File: src/rtl/vfpu_add_arbiter.sv
// Shares one combinational vfpu_add datapath among NB_REQ valid/ready requesters, one operation in flight.
// Define VFPU_ADD_ARB_RR_EN for round-robin grant starting at ptr_q; default build is fixed priority.
module vfpu_add_arbiter #(
    parameter int NB_REQ                = 4,
    parameter int ID_W                  = $clog2(NB_REQ),
    parameter int FP_EXP_WIDTH          = 8,
    parameter int FP_MANT_WIDTH         = 23,
    parameter int FP_EXP_PRENORM_WIDTH  = 10,
    parameter int FP_MANT_PRENORM_WIDTH = 28
) (
    input  logic                                    clk_i,
    input  logic                                    rst_ni,
    input  logic [NB_REQ-1:0]                       req_valid_i,
    output logic [NB_REQ-1:0]                       req_ready_o,
    input  logic [NB_REQ-1:0][31:0]                 req_opa_i,
    input  logic [NB_REQ-1:0][31:0]                 req_opb_i,
    output logic                                    add_signA_o,
    output logic                                    add_signB_o,
    output logic [FP_EXP_WIDTH-1:0]                 add_exponentA_o,
    output logic [FP_EXP_WIDTH-1:0]                 add_exponentB_o,
    output logic [FP_MANT_WIDTH:0]                  add_mantissaA_o,
    output logic [FP_MANT_WIDTH:0]                  add_mantissaB_o,
    output logic                                    add_operandsReady_o,
    input  logic                                    add_done_i,
    input  logic                                    add_sign_i,
    input  logic signed [FP_EXP_PRENORM_WIDTH-1:0]  add_exponent_i,
    input  logic [FP_MANT_PRENORM_WIDTH-1:0]        add_mantissa_i,
    output logic                                    res_valid_o,
    input  logic                                    res_ready_i,
    output logic                                    res_sign_o,
    output logic signed [FP_EXP_PRENORM_WIDTH-1:0]  res_exponent_o,
    output logic [FP_MANT_PRENORM_WIDTH-1:0]        res_mantissa_o,
    output logic [ID_W-1:0]                         res_id_o
);

    // Handshakes: a request moves when req_valid_i[i] && req_ready_o[i]; a result moves when
    // res_valid_o && res_ready_i. Requesters hold valid and operands stable until accepted.
    typedef enum logic [1:0] {IDLE, OPER, RESP} state_e;

    typedef struct packed {
        logic                     sign;
        logic [FP_EXP_WIDTH-1:0]  exp;
        logic [FP_MANT_WIDTH:0]   mant;
    } fp_op_t;

    typedef struct packed {
        logic                              sign;
        logic [FP_EXP_PRENORM_WIDTH-1:0]   exp;
        logic [FP_MANT_PRENORM_WIDTH-1:0]  mant;
    } fp_res_t;

    // Denormals get a zero implied bit; NaN/Inf pass through untouched.
    function automatic fp_op_t unpack(input logic [31:0] x);
        fp_op_t u;
        u.sign = x[31];
        u.exp  = x[FP_EXP_WIDTH+FP_MANT_WIDTH-1:FP_MANT_WIDTH];
        u.mant = {|u.exp, x[FP_MANT_WIDTH-1:0]};
        return u;
    endfunction

    state_e          state_q, state_d;
    logic [ID_W-1:0] ptr_q, ptr_d;
    logic [ID_W-1:0] id_q, id_d;
    fp_op_t          opa_q, opa_d, opb_q, opb_d;
    fp_res_t         res_q, res_d;

    logic            gnt_valid;
    logic [ID_W-1:0] gnt_idx;
    logic [ID_W-1:0] idx;

    // Scan downward so the last hit, i.e. the first in search order, wins.
    always_comb begin
        gnt_valid = 1'b0;
        gnt_idx   = '0;
        idx       = '0;
        for (int k = NB_REQ - 1; k >= 0; k--) begin
`ifdef VFPU_ADD_ARB_RR_EN
            idx = ID_W'((int'(ptr_q) + k) % NB_REQ);
`else
            idx = ID_W'(k);
`endif
            if (req_valid_i[idx]) begin
                gnt_valid = 1'b1;
                gnt_idx   = idx;
            end
        end
    end

    always_comb begin
        state_d             = state_q;
        ptr_d               = ptr_q;
        id_d                = id_q;
        opa_d               = opa_q;
        opb_d               = opb_q;
        res_d               = res_q;
        req_ready_o         = '0;
        add_operandsReady_o = 1'b0;
        res_valid_o         = 1'b0;
        case (state_q)
            IDLE: begin
                if (gnt_valid) begin
                    req_ready_o[gnt_idx] = 1'b1;
                    opa_d   = unpack(req_opa_i[gnt_idx]);
                    opb_d   = unpack(req_opb_i[gnt_idx]);
                    id_d    = gnt_idx;
                    ptr_d   = (gnt_idx == ID_W'(NB_REQ - 1)) ? '0 : gnt_idx + 1'b1;
                    state_d = OPER;
                end
            end
            OPER: begin
                add_operandsReady_o = 1'b1;
                if (add_done_i) begin
                    res_d.sign = add_sign_i;
                    res_d.exp  = add_exponent_i;
                    res_d.mant = add_mantissa_i;
                    state_d    = RESP;
                end
            end
            RESP: begin
                res_valid_o = 1'b1;
                if (res_ready_i) begin
                    state_d = IDLE;
                end
            end
            default: state_d = IDLE;
        endcase
    end

    always_ff @(posedge clk_i or negedge rst_ni) begin
        if (!rst_ni) begin
            state_q <= IDLE;
            ptr_q   <= '0;
            id_q    <= '0;
            opa_q   <= '0;
            opb_q   <= '0;
            res_q   <= '0;
        end else begin
            state_q <= state_d;
            ptr_q   <= ptr_d;
            id_q    <= id_d;
            opa_q   <= opa_d;
            opb_q   <= opb_d;
            res_q   <= res_d;
        end
    end

    assign add_signA_o     = opa_q.sign;
    assign add_signB_o     = opb_q.sign;
    assign add_exponentA_o = opa_q.exp;
    assign add_exponentB_o = opb_q.exp;
    assign add_mantissaA_o = opa_q.mant;
    assign add_mantissaB_o = opb_q.mant;
    assign res_sign_o      = res_q.sign;
    assign res_exponent_o  = res_q.exp;
    assign res_mantissa_o  = res_q.mant;
    assign res_id_o        = id_q;

endmodule

File: config.mk
export PLATFORM = sky130hd
export DESIGN_NAME = vfpu_add_arbiter
export DESIGN_NICKNAME = d
export VERILOG_FILES = /design/src/rtl/vfpu_add_arbiter.sv
export SDC_FILE = /design/constraint.sdc
export NUM_CORES = 1
export LEC_CHECK = 0
export BUFFER_PORTS_ARGS = -buffer_cell sky130_fd_sc_hd__buf_4
export CORE_AREA = 2 2 163 165
export CTS_BUF_LIST = sky130_fd_sc_hd__clkbuf_8
export DETAILED_ROUTE_END_ITERATION = 16
export DIE_AREA = 0 0 165 167
export PLACE_DENSITY_LB_ADDON = 0.15
export SLEW_MARGIN = 15
export SYNTH_ARGS = -nofsm -noshare
export SYNTH_HDL_FRONTEND = slang
export SYNTH_SLANG_ARGS = --single-unit
File: constraint.sdc
create_clock -name clk_i -period 2.5 [get_ports clk_i]
set_input_delay 0.5 -clock clk_i [delete_from_list [all_inputs] [get_ports clk_i]]
set_output_delay 0.5 -clock clk_i [all_outputs]
set_load 0.03 [all_outputs]
==> summary.md, run 1 <==
| Metric | Value |
|---|---|
| Util after Layout | `between 30% and 40%` |
| Cell variety after synth | `40` |
| Fin Setup TNS | `0 ns` |
| Number of remaining DRC errors | `0` |
| Port Buf Inserts | `415` |
| Critical path class | `in -> out` |
| Via count | `6002` |
| Fin nets | `1239` |
| Data required time of the worst path | `roughly 2.0 ns` |
| Worst-path fanout max | `20` |
| Worst reg-to-reg setup slack | `around 0.62 ns` |
| Netlist area before placement | `about 5800 um^2` |
| Post-Syn Instances | `536` |
| P&R area growth vs syn | `65.96%` |
| Internal | `approximately 5400 uW` |
| Post-synth ARST share | `100.0%` |
| Final HPWL DP | `18770 um` |
| Initial core utilization | `~22%` |
| Longest Clk Path Bufs | `2` |
| WP buf/inv | `3` |
| Outcome | `finished clean` |
| Ys Warns | `0` |
| Largest net degree at the start of global routing | `110` |
| Die Span Y | `roughly 170 um` |
| Routed WL | `about 25000 um` |
| CTS tree | `done` |
| Top-Level Pins | `about 420` |
| WL per Instance | `19.35 um` |
| Antenna cell count | `0` |
| Max_cap viols | `0` |
| CTS Sinks | `roughly 110` |
| GR Util All Layers | `17.26%` |
| RSZ-0062 raised after global routing | `false` |
| LEAKAGE | `about 0.0045 uW` |
| Via/cell ratio | `4.704` |
| Clk pwr share | `about an eighth` |
| Cell Pwr Density | `approximately 1000 nW/um^2` |
| H-tree depth | `3` |
| Share of cells above drive strength 1 | `around three fifths` |
| Final min period | `approximately 2.2 ns` |
| TritonRoute pass-1 iters | `7` |
| Crit path max-delay cell type | `o21bai_4` |
| Max-slew violations | `0` |
| Worst setup SP type | `input pin` |
| Clk pin slew, worst setup/hold paths | `0.13 ns` |
| Sw Pwr | `about 4600 uW` |
| Net switching fraction of the power | `45.82%` |
| FF-to-FF Start | `state_q[1]$_DFFE_PN0P_` |
| Hold crit path type | `in -> async` |
| CP Capture Type | `output pin` |
| Drt first-iter violations | `~430` |
| DRT antenna net count | `0` |
| Post-synthesis register bit count | `109` |
| Crit-path cells | `buf_4 > o21bai_4 > buf_4 > nor4_1 > buf_4` |
| CP delay by family, top | `buffers and inverters` |
| Sequential share of power | `30.8%` |
| Mapped Avg Cell Area | `roughly 11 um^2` |
| Slew margin rel. | `between 50% and 60%` |
| Post-synth EDFFs | `0` |
| Combinational share of power | `~57%` |
| Floorplan row count | `between 50 and 60` |
| Vias in the first global route | `6182` |
| Resized Gates After CTS | `0` |
| Post-CTS Hold Buffers | `0` |
| WP data arrival | `1.72 ns` |
| Initial antenna violation count | `0` |
| First-pass GRT wire length | `about 36000 um` |
| Die width | `between 150 and 200 um` |
| Syn Nets | `around 840` |
| VDD IR max | `about 0.57 mV` |
| Fmax | `between 0.4 and 0.5 GHz` |
| Hold Fails Final Rpt | `0` |
| Clock skew | `0.01895 ns` |
| Final Wtd Congestion | `0.8043` |
| Core box area | `25760 um^2` |
| Crit path top cell by count | `buf_4` |
| Slowest cell delay on critical path | `about 0.30 ns` |
| Tcrit/Tclk final | `between 80 and 90%` |
| Least-Margin Pin Slew | `0.6619 ns` |
| Dominant synthesized flop cell | `dfrtp_1` |
| Worst skew pair latency | `0.39 ns` |
| Root buffer cell | `clkbuf_8` |
| Worst R2R Path Depth | `4` |
| Fillers | `2694` |
| Post-CTS Setup Repair Bufs | `0` |
| RR Endpoint | `add_mantissaB_o[23]$_DFFE_PN0P_` |
| Grt total ovfl | `0` |
| Seq/Total Area, Yosys | `47.36%` |
| Worst hold slack | `approximately 0.14 ns` |
| Num CTS Buffers | `9` |
| # setup viols final | `0` |
| Die ar. | `between 20000 and 30000 um^2` |
## synthesized netlist by cell type, drive strengths merged, types with 2 or more instances
master,count,area (um^2)
dfrtp,109,2728
mux2,87,979.7
nand2,70,262.8
o21ai,67,335.3
a222oi,48,480.5
buf,27,176.4
clkbuf,24,100.1
a21oi,17,85.08
nor2b,12,82.58
nor3,12,60.06
a221oi,10,93.84
inv,7,26.28
a221o,6,60.06
a22oi,6,45.04
nor2,6,22.52
o41ai,5,43.79
and2,3,18.77
a31oi,2,12.51
and3,2,12.51
nand2b,2,12.51
o31ai,2,15.01
## layer usage
metal	global-route usage [%]	up-vias	wire, um
met3	4.981	26	2309
met4	5.104	0	444
met1	20.92	2830	9763
li1	-	2853	-
met2	29.46	293	12170
met5	0	-	0
## worst max path at each step
stage	to	slack, ns	cells past startpoint	start
3_5_place_dp	add_mantissaA_o[0]$_DFFE_PN0P_	0.15	7	req_valid_i[3]
6_report	req_ready_o[1]	0.28	5	req_valid_i[0]
2_1_floorplan	req_ready_o[1]	0.1	4	req_valid_i[0]
5_1_grt	req_ready_o[1]	0.17	5	req_valid_i[0]
3_3_place_gp	add_signB_o$_DFFE_PN0P_	0.21	7	req_valid_i[3]
4_1_cts	req_ready_o[1]	0.26	5	req_valid_i[0]
## through the flow
| step | setup slack [ns] | std cells | instance area, um^2 | power, uW |
|---|---|---|---|---|
| 3_3_place_gp | 0.2112 | 1260 | 9340 | 8903 |
| 2_1_floorplan | 0.09832 | 536 | 5759 | 6373 |
| 3_5_place_dp | 0.1513 | 1260 | 9340 | 8940 |
| 5_1_grt | 0.1744 | 1276 | 9558 | 10700 |
| 4_1_cts | 0.2561 | 1276 | 9558 | 10210 |
| 6_report | 0.2813 | 1276 | 9558 | 10030 |
## power by group through the flow
stage	Combinational (uW)	Clock [uW]	Sequential (uW)
final	5720	1230	3080
after detailed placement	5810	0	3130
after global routing	6140	1350	3210
after global placement	5810	0	3100
after floorplan	1610	0	4760
after CTS	5820	1300	3090
## sequential cells by signal, summed over array words and instances, names as in the netlist, 2 cells and up
| register | flops |
|---|---|
| state_q | 2 |
| add_mantissaA_o | 24 |
| add_exponentA_o | 8 |
| add_exponentB_o | 8 |
| res_exponent_o | 10 |
| add_mantissaB_o | 24 |
| res_id_o | 2 |
| res_mantissa_o | 28 |
## placed cells by master, fill, tap and decap left out, types with 7 or more instances in the layout
master and count:
a21oi_1 17, a221oi_1 9, a222oi_1 48, buf_12 9
buf_4 431, clkbuf_8 9, dfrtp_1 109, inv_1 7
mux2_2 87, nand2_1 70, nor2b_1 11, nor3_1 12
o21ai_0 32, o21ai_1 34
## cell type report
class	count	area, um^2	share of cell area, %
Clock buffer	9	123.9	1.296
Clock inverter	7	93.84	0.9818
Inverter	7	26.28	0.2749
Multi-Input combinational cell	369	2751	28.79
Sequential cell	109	2728	28.54
Tap cell	335	419.2	4.385
Timing Repair Buffer	440	3416	35.74
## cells by family (layout without fill, tap and decap cells)
kind of cell           count (synthesis)  in the layout  synth area share, %
multiplexers                          87             87                17.01
buffers and inverters                 58            463                5.257
AO/OA/AOI/OAI                        169            169                21.40
flip-flops                           109            109                47.36
AND/OR/NAND/NOR                      113            113                8.973
Power figures use the tool's default switching activity.
==> inputs of run 2 (changes only) <==
--- a/config.mk
+++ b/config.mk
@@ -5,11 +5,11 @@
 export SDC_FILE = /design/constraint.sdc
 export NUM_CORES = 1
 export LEC_CHECK = 0
-export BUFFER_PORTS_ARGS = -buffer_cell sky130_fd_sc_hd__buf_4
-export CORE_AREA = 2 2 163 165
+export CORE_AREA = 2 2 164 166
 export CTS_BUF_LIST = sky130_fd_sc_hd__clkbuf_8
 export DETAILED_ROUTE_END_ITERATION = 16
-export DIE_AREA = 0 0 165 167
+export DIE_AREA = 0 0 166 168
+export DONT_BUFFER_PORTS = 1
 export PLACE_DENSITY_LB_ADDON = 0.15
 export SLEW_MARGIN = 15
 export SYNTH_ARGS = -nofsm -noshare
==> summary.md, run 2 (synthesized netlist as in run 1, its figures left out) <==
| Metric | Value |
|---|---|
| Fin nets | `between 800 and 900` |
| LEAKAGE | `roughly 0.0024 uW` |
| Critical path origin | `req_valid_i[3]` |
| Drt first-iter violations | `between 300 and 400` |
| Port Buf Inserts | `0` |
| Fillers | `2826` |
| RR Endpoint | `res_mantissa_o[25]$_DFFE_PN0P_` |
| VDD IR max | `0.5331 mV` |
| Outcome | `complete, but fails checks` |
| Die ar. | `27890 um^2` |
| Largest net degree at the start of global routing | `110` |
| Die Span Y | `168 um` |
| Grt total ovfl | `0` |
| Tot Pwr | `around 8100 uW` |
| DP Cell Count | `roughly 840` |
| Initial antenna violation count | `5` |
| First-pass GRT wire length | `slightly below 30000 um` |
| Max-slew violations | `0` |
| P&R area growth vs syn | `8.972%` |
| H-tree depth | `3` |
| Slew margin rel. | `between 20% and 30%` |
| Number of remaining DRC errors | `0` |
| Post-Layout Cell Count | `between 800 and 900` |
| Slowest cell delay on critical path | `roughly 0.31 ns` |
| Tcrit/Tclk final | `83.97%` |
| Worst skew pair latency | `~0.39 ns` |
| Least-Margin Pin Slew | `1.099 ns` |
| Max_cap viols | `0` |
| Die width | `166 um` |
| Worst-path fanout max | `50` |
| FF-to-FF Start | `state_q[1]$_DFFE_PN0P_` |
| Critical path class | `in -> out` |
| Fin Setup TNS | `0 ns` |
| WL per Instance | `about 24 um` |
| # setup viols final | `0` |
| CTS tree | `done` |
| CP endpoint | `req_ready_o[1]` |
| Clk pin slew, worst setup/hold paths | `0.12 ns` |
| Cell Pwr Density | `~1300 nW/um^2` |
| Hold crit path type | `in -> async` |
| Longest Clk Path Bufs | `2` |
| Crit path max-delay cell type | `nor2b_4` |
| Num CTS Buffers | `9` |
| Via/cell ratio | `around 5.3` |
| Most common cell after layout, fill and taps aside | `dfrtp_1` |
| Max reg flops | `28` |
| CTS Sinks | `about 110` |
| RSZ-0062 raised after global routing | `false` |
| Failing checks | `negative hold slack` |
| Core box area | `between 20000 and 30000 um^2` |
| Final Wtd Congestion | `between 0.7 and 0.8` |
| Fmax | `approximately 0.48 GHz` |
| GR Util All Layers | `13.69%` |
| Worst hold slack | `-0.2083 ns` |
| DRT antenna net count | `0` |
| WP data arrival | `approximately 1.6 ns` |
| CP Capture Type | `output pin` |
| Worst setup SP type | `input pin` |
| Clock skew | `0.01522 ns` |
| Util after Layout | `23.82%` |
| Final min period | `around 2.1 ns` |
| Top-Level Pins | `around 420` |
| Commonest non-fill, non-tap cells in the layout | `dfrtp_1, mux2_2, nand2_1, a222oi_1, o21ai_1` |
| Final HPWL DP | `15170 um` |
| Hold Fails Final Rpt | `~110` |
| Via count | `roughly 4600` |
| Floorplan row count | `60` |
| Data required time of the worst path | `~2 ns` |
| Root buffer cell | `clkbuf_8` |
| Crit-path cells | `nor2b_4 > o21bai_4 > buf_12 > nor4_1 > buf_4` |
| Routed WL | `20340 um` |
| Worst R2R Path Depth | `5` |
| Worst reg-to-reg setup slack | `approximately 0.58 ns` |
| Initial core utilization | `a little over a fifth` |
| TritonRoute pass-1 iters | `8` |
| Vias in the first global route | `between 4000 and 5000` |
| Share of cells above drive strength 1 | `a little under a quarter` |
[run 2: cell types whose count changed in the layout (fill, tap and decap cells not counted)]
cell        change
buf_4         -424
buf_12          -6
diode_2         +5
inv_6           +2
buf_16          +1
bufinv_16       -1
clkinv_2        +1
clkinvlp_4      -1
inv_8           -1
[run 2: where the power goes]
part | switching, uW | internal (uW)
Sequential | 2380 | 2600
Clock | 733 | 390
Combinational | 1050 | 905
Total | 4160 | 3900
[run 2: area by class of cell]
class	instances	area (um^2)	share of cell area (%)
Antenna cell	5	12.51	0.1994
Tap cell	341	426.7	6.798
Multi-Input combinational cell	369	2751	43.84
Sequential cell	109	2728	43.46
Timing Repair Buffer	11	140.1	2.233
Inverter	7	26.28	0.4187
Clock inverter	7	67.56	1.077
Clock buffer	9	123.9	1.974
[run 2: through the flow]
| stage | setup WS [ns] | area [um^2] |
|---|---|---|
| 4_1_cts | 0.3202 | 6264 |
| 2_1_floorplan | 0.09832 | 5759 |
| 3_5_place_dp | 0.1481 | 6072 |
| 5_1_grt | 0.2817 | 6276 |
| 6_report | 0.4007 | 6276 |
| 3_3_place_gp | 0.1889 | 6045 |
[run 2: routing by layer]
layer	up-vias	global-route usage (%)	share of wire (%)	wire length [um]
met4	0	5.633	2.4	480
met2	318	23.78	51	10350
li1	1995	-	-	-
met5	-	0	0	0
met1	2219	15.31	36	7411
met3	24	4.795	10	2102
[run 2: how the worst min path moves through the flow]
stage | slack (ns) | endpoint | startpoint | depth (start not counted)
floorplan | 0.20 | add_exponentA_o[0]$_DFFE_PN0P_ | rst_ni | 0
global placement | 0.21 | res_mantissa_o[11]$_DFFE_PN0P_ | rst_ni | 0
detailed placement | 0.21 | res_mantissa_o[14]$_DFFE_PN0P_ | rst_ni | 0
CTS | -0.25 | res_exponent_o[1]$_DFFE_PN0P_ | rst_ni | 0
global route | -0.26 | res_mantissa_o[12]$_DFFE_PN0P_ | rst_ni | 0
finish | -0.21 | res_mantissa_o[14]$_DFFE_PN0P_ | rst_ni | 0
[run 2: worst max-delay path: cells and delay by family]
kind / cells / cell delay, ns
AND/OR/NAND/NOR: 2 / 0.58
AO/OA/AOI/OAI: 1 / 0.09
buffers and inverters: 2 / 0.41
[run 2: what timing repair did]
action | in CTS | in global routing
buffers inserted | 0 | 0
setup endpoints to repair | 0 | 0
resized for setup | 0 | 0
hold endpoints to repair | 109 | 109
==> inputs of run 3 (changes only) <==
--- a/config.mk
+++ b/config.mk
@@ -5,10 +5,10 @@
 export SDC_FILE = /design/constraint.sdc
 export NUM_CORES = 1
 export LEC_CHECK = 0
-export CORE_AREA = 2 2 164 166
+export CORE_AREA = 2 2 163 165
 export CTS_BUF_LIST = sky130_fd_sc_hd__clkbuf_8
 export DETAILED_ROUTE_END_ITERATION = 16
-export DIE_AREA = 0 0 166 168
+export DIE_AREA = 0 0 165 167
 export DONT_BUFFER_PORTS = 1
 export PLACE_DENSITY_LB_ADDON = 0.15
 export SLEW_MARGIN = 15
==> constraint.sdc (replaced) <==
create_clock -name clk_i -period 2 [get_ports clk_i]
set_input_delay 0.4 -clock clk_i [delete_from_list [all_inputs] [get_ports clk_i]]
set_output_delay 0.4 -clock clk_i [all_outputs]
set_load 0.03 [all_outputs]
==> summary.md, run 3 (synthesized netlist as in run 1, its figures left out) <==
| Metric | Value |
|---|---|
| LEAKAGE | `about 0.0025 uW` |
| Number of remaining DRC errors | `0` |
| Clock skew | `0.02781 ns` |
| Commonest non-fill, non-tap cells in the layout | `dfrtp_1, mux2_2, nand2_1, a222oi_1, o21ai_1` |
| Tot Pwr | `between 10000 and 15000 uW` |
| Initial antenna violation count | `0` |
| CP Capture Type | `output pin` |
| Core box area | `25760 um^2` |
| Fin Setup TNS | `0 ns` |
| Crit path top cell by count | `buf_4` |
| Resized Gates After CTS | `0` |
| Max reg flops | `28` |
| Root buffer cell | `clkbuf_8` |
| Initial core utilization | `between 20% and 30%` |
| Max-slew violations | `0` |
| Placed Area | `6178 um^2` |
| Drt first-iter violations | `between 400 and 500` |
| VDD IR max | `between 0.5 and 0.6 mV` |
| Final HPWL DP | `~15000 um` |
| Post-Layout Cell Count | `between 800 and 900` |
| Top-Level Pins | `~420` |
| Clk pin slew, worst setup/hold paths | `about 0.13 ns` |
| Final min period | `1.803 ns` |
| Worst skew pair latency | `about 0.4 ns` |
| Hold Fails Final Rpt | `109` |
| Crit-path cells | `buf_4 > nor4_2 > buf_4` |
| Die Span Y | `roughly 170 um` |
| WL per Instance | `between 20 and 25 um` |
| Setup ws final | `around 0.20 ns` |
| Most common cell after layout, fill and taps aside | `dfrtp_1` |
| Post-CTS Setup Repair Bufs | `0` |
| Via/cell ratio | `between 5 and 6` |
| Antenna cell count | `0` |
| Hold crit path type | `in -> async` |
| P&R area growth vs syn | `10.84%` |
| CTS Sinks | `roughly 110` |
| Final Instance Area | `between 6000 and 7000 um^2` |
| Worst setup SP type | `register` |
| Outcome | `complete, but fails checks` |
| Vias in the first global route | `between 4000 and 5000` |
| # setup viols final | `0` |
| Final Wtd Congestion | `about 0.83` |
| Worst-path fanout max | `5` |
| CTS tree | `done` |
| Data required time of the worst path | `roughly 1.6 ns` |
| Num CTS Buffers | `9` |
| Longest Clk Path Bufs | `2` |
| Tcrit/Tclk final | `around nine tenths` |
| DP Cell Count | `841` |
| Slowest cell delay on critical path | `0.40 ns` |
| Die width | `roughly 170 um` |
| Port Buf Inserts | `0` |
| DRT antenna net count | `0` |
| Grt total ovfl | `0` |
| Max_cap viols | `0` |
| First-pass GRT wire length | `28420 um` |
| RSZ-0062 raised after global routing | `false` |
| Place WS | `approximately 0.028 ns` |
| Slew margin rel. | `a little over three fifths` |
| TritonRoute pass-1 iters | `5` |
| Least-Margin Pin Slew | `about 0.55 ns` |
| Fmax | `approximately 0.55 GHz` |
| WP data arrival | `between 1 and 1.5 ns` |
| Worst hold slack | `-0.3194 ns` |
| H-tree depth | `3` |
| Fin nets | `around 800` |
| Failing checks | `negative hold slack` |
| GR Util All Layers | `between 10% and 20%` |
| Die ar. | `~28000 um^2` |
| Critical path class | `reg -> out` |
| Share of cells above drive strength 1 | `around a quarter` |
| Crit path max-delay cell type | `dfrtp_1` |
| Routed WL | `approximately 20000 um` |
| Floorplan row count | `59` |
| Largest net degree at the start of global routing | `between 100 and 150` |
| Via count | `4495` |
| Cell Pwr Density | `approximately 1600 nW/um^2` |
==> run 3: power breakdown <==
group / total (uW) / leakage, uW / switching (uW) / internal, uW
clock: 1440 / 0.000104 / 930 / 509
combinational: 2580 / 0.00107 / 1360 / 1220
sequential: 6270 / 0.00132 / 3020 / 3250
==> run 3: worst paths after layout <==
path | startpoint | to | slack (ns) | depth (start not counted)
worst max-delay path | state_q[0]$_DFFE_PN0P_ | req_ready_o[1] | 0.20 | 3
worst min-delay path | rst_ni | res_exponent_o[1]$_DFFE_PN0P_ | -0.32 | 0
worst max register to register | state_q[0]$_DFFE_PN0P_ | res_mantissa_o[26]$_DFFE_PN0P_ | 0.45 | 6
worst min register to register | state_q[1]$_DFFE_PN0P_ | res_id_o[1]$_DFFE_PN0P_ | 0.61 | 2
max in group asynchronous | rst_ni | res_id_o[1]$_DFFE_PN0P_ | 2.12 | 0
min in group clk_i | add_done_i | state_q[0]$_DFFE_PN0P_ | 0.14 | 1
==> run 3: routing by layer <==
layer  track usage, %  part of all wire (%)  vias up
met1            15.42                    38     2174
li1                 -                     -     2019
met2            24.84                    52      278
met5                0                     0        -
met4            4.045                   1.8        0
met3            3.412                   7.8       24
==> run 3: final cells by class <==
type	count	area (um^2)
Sequential cell	109	2728
Multi-Input combinational cell	369	2760
Fill cell	2735	19380
Timing Repair Buffer	21	245.2
Inverter	7	26.28
Clock buffer	9	123.9
Tap cell	335	419.2
Clock inverter	7	81.33
==> run 3: metrics by stage <==
| step | hold WS [ns] | util [%] |
|---|---|---|
| final | -0.3194 | 24.78 |
| after global routing | -0.3640 | 24.78 |
| after CTS | -0.3553 | 24.78 |
| after detailed placement | 0.1065 | 23.98 |
| after global placement | 0.1078 | 23.98 |
| after floorplan | 0.1044 | - |
==> run 3: worst max-delay path, delay by kind of cell, from the launching register on <==
kind	cells	cell delay [ns]
buf+inv	2	0.37
flops	1	0.40
simple gates	1	0.26
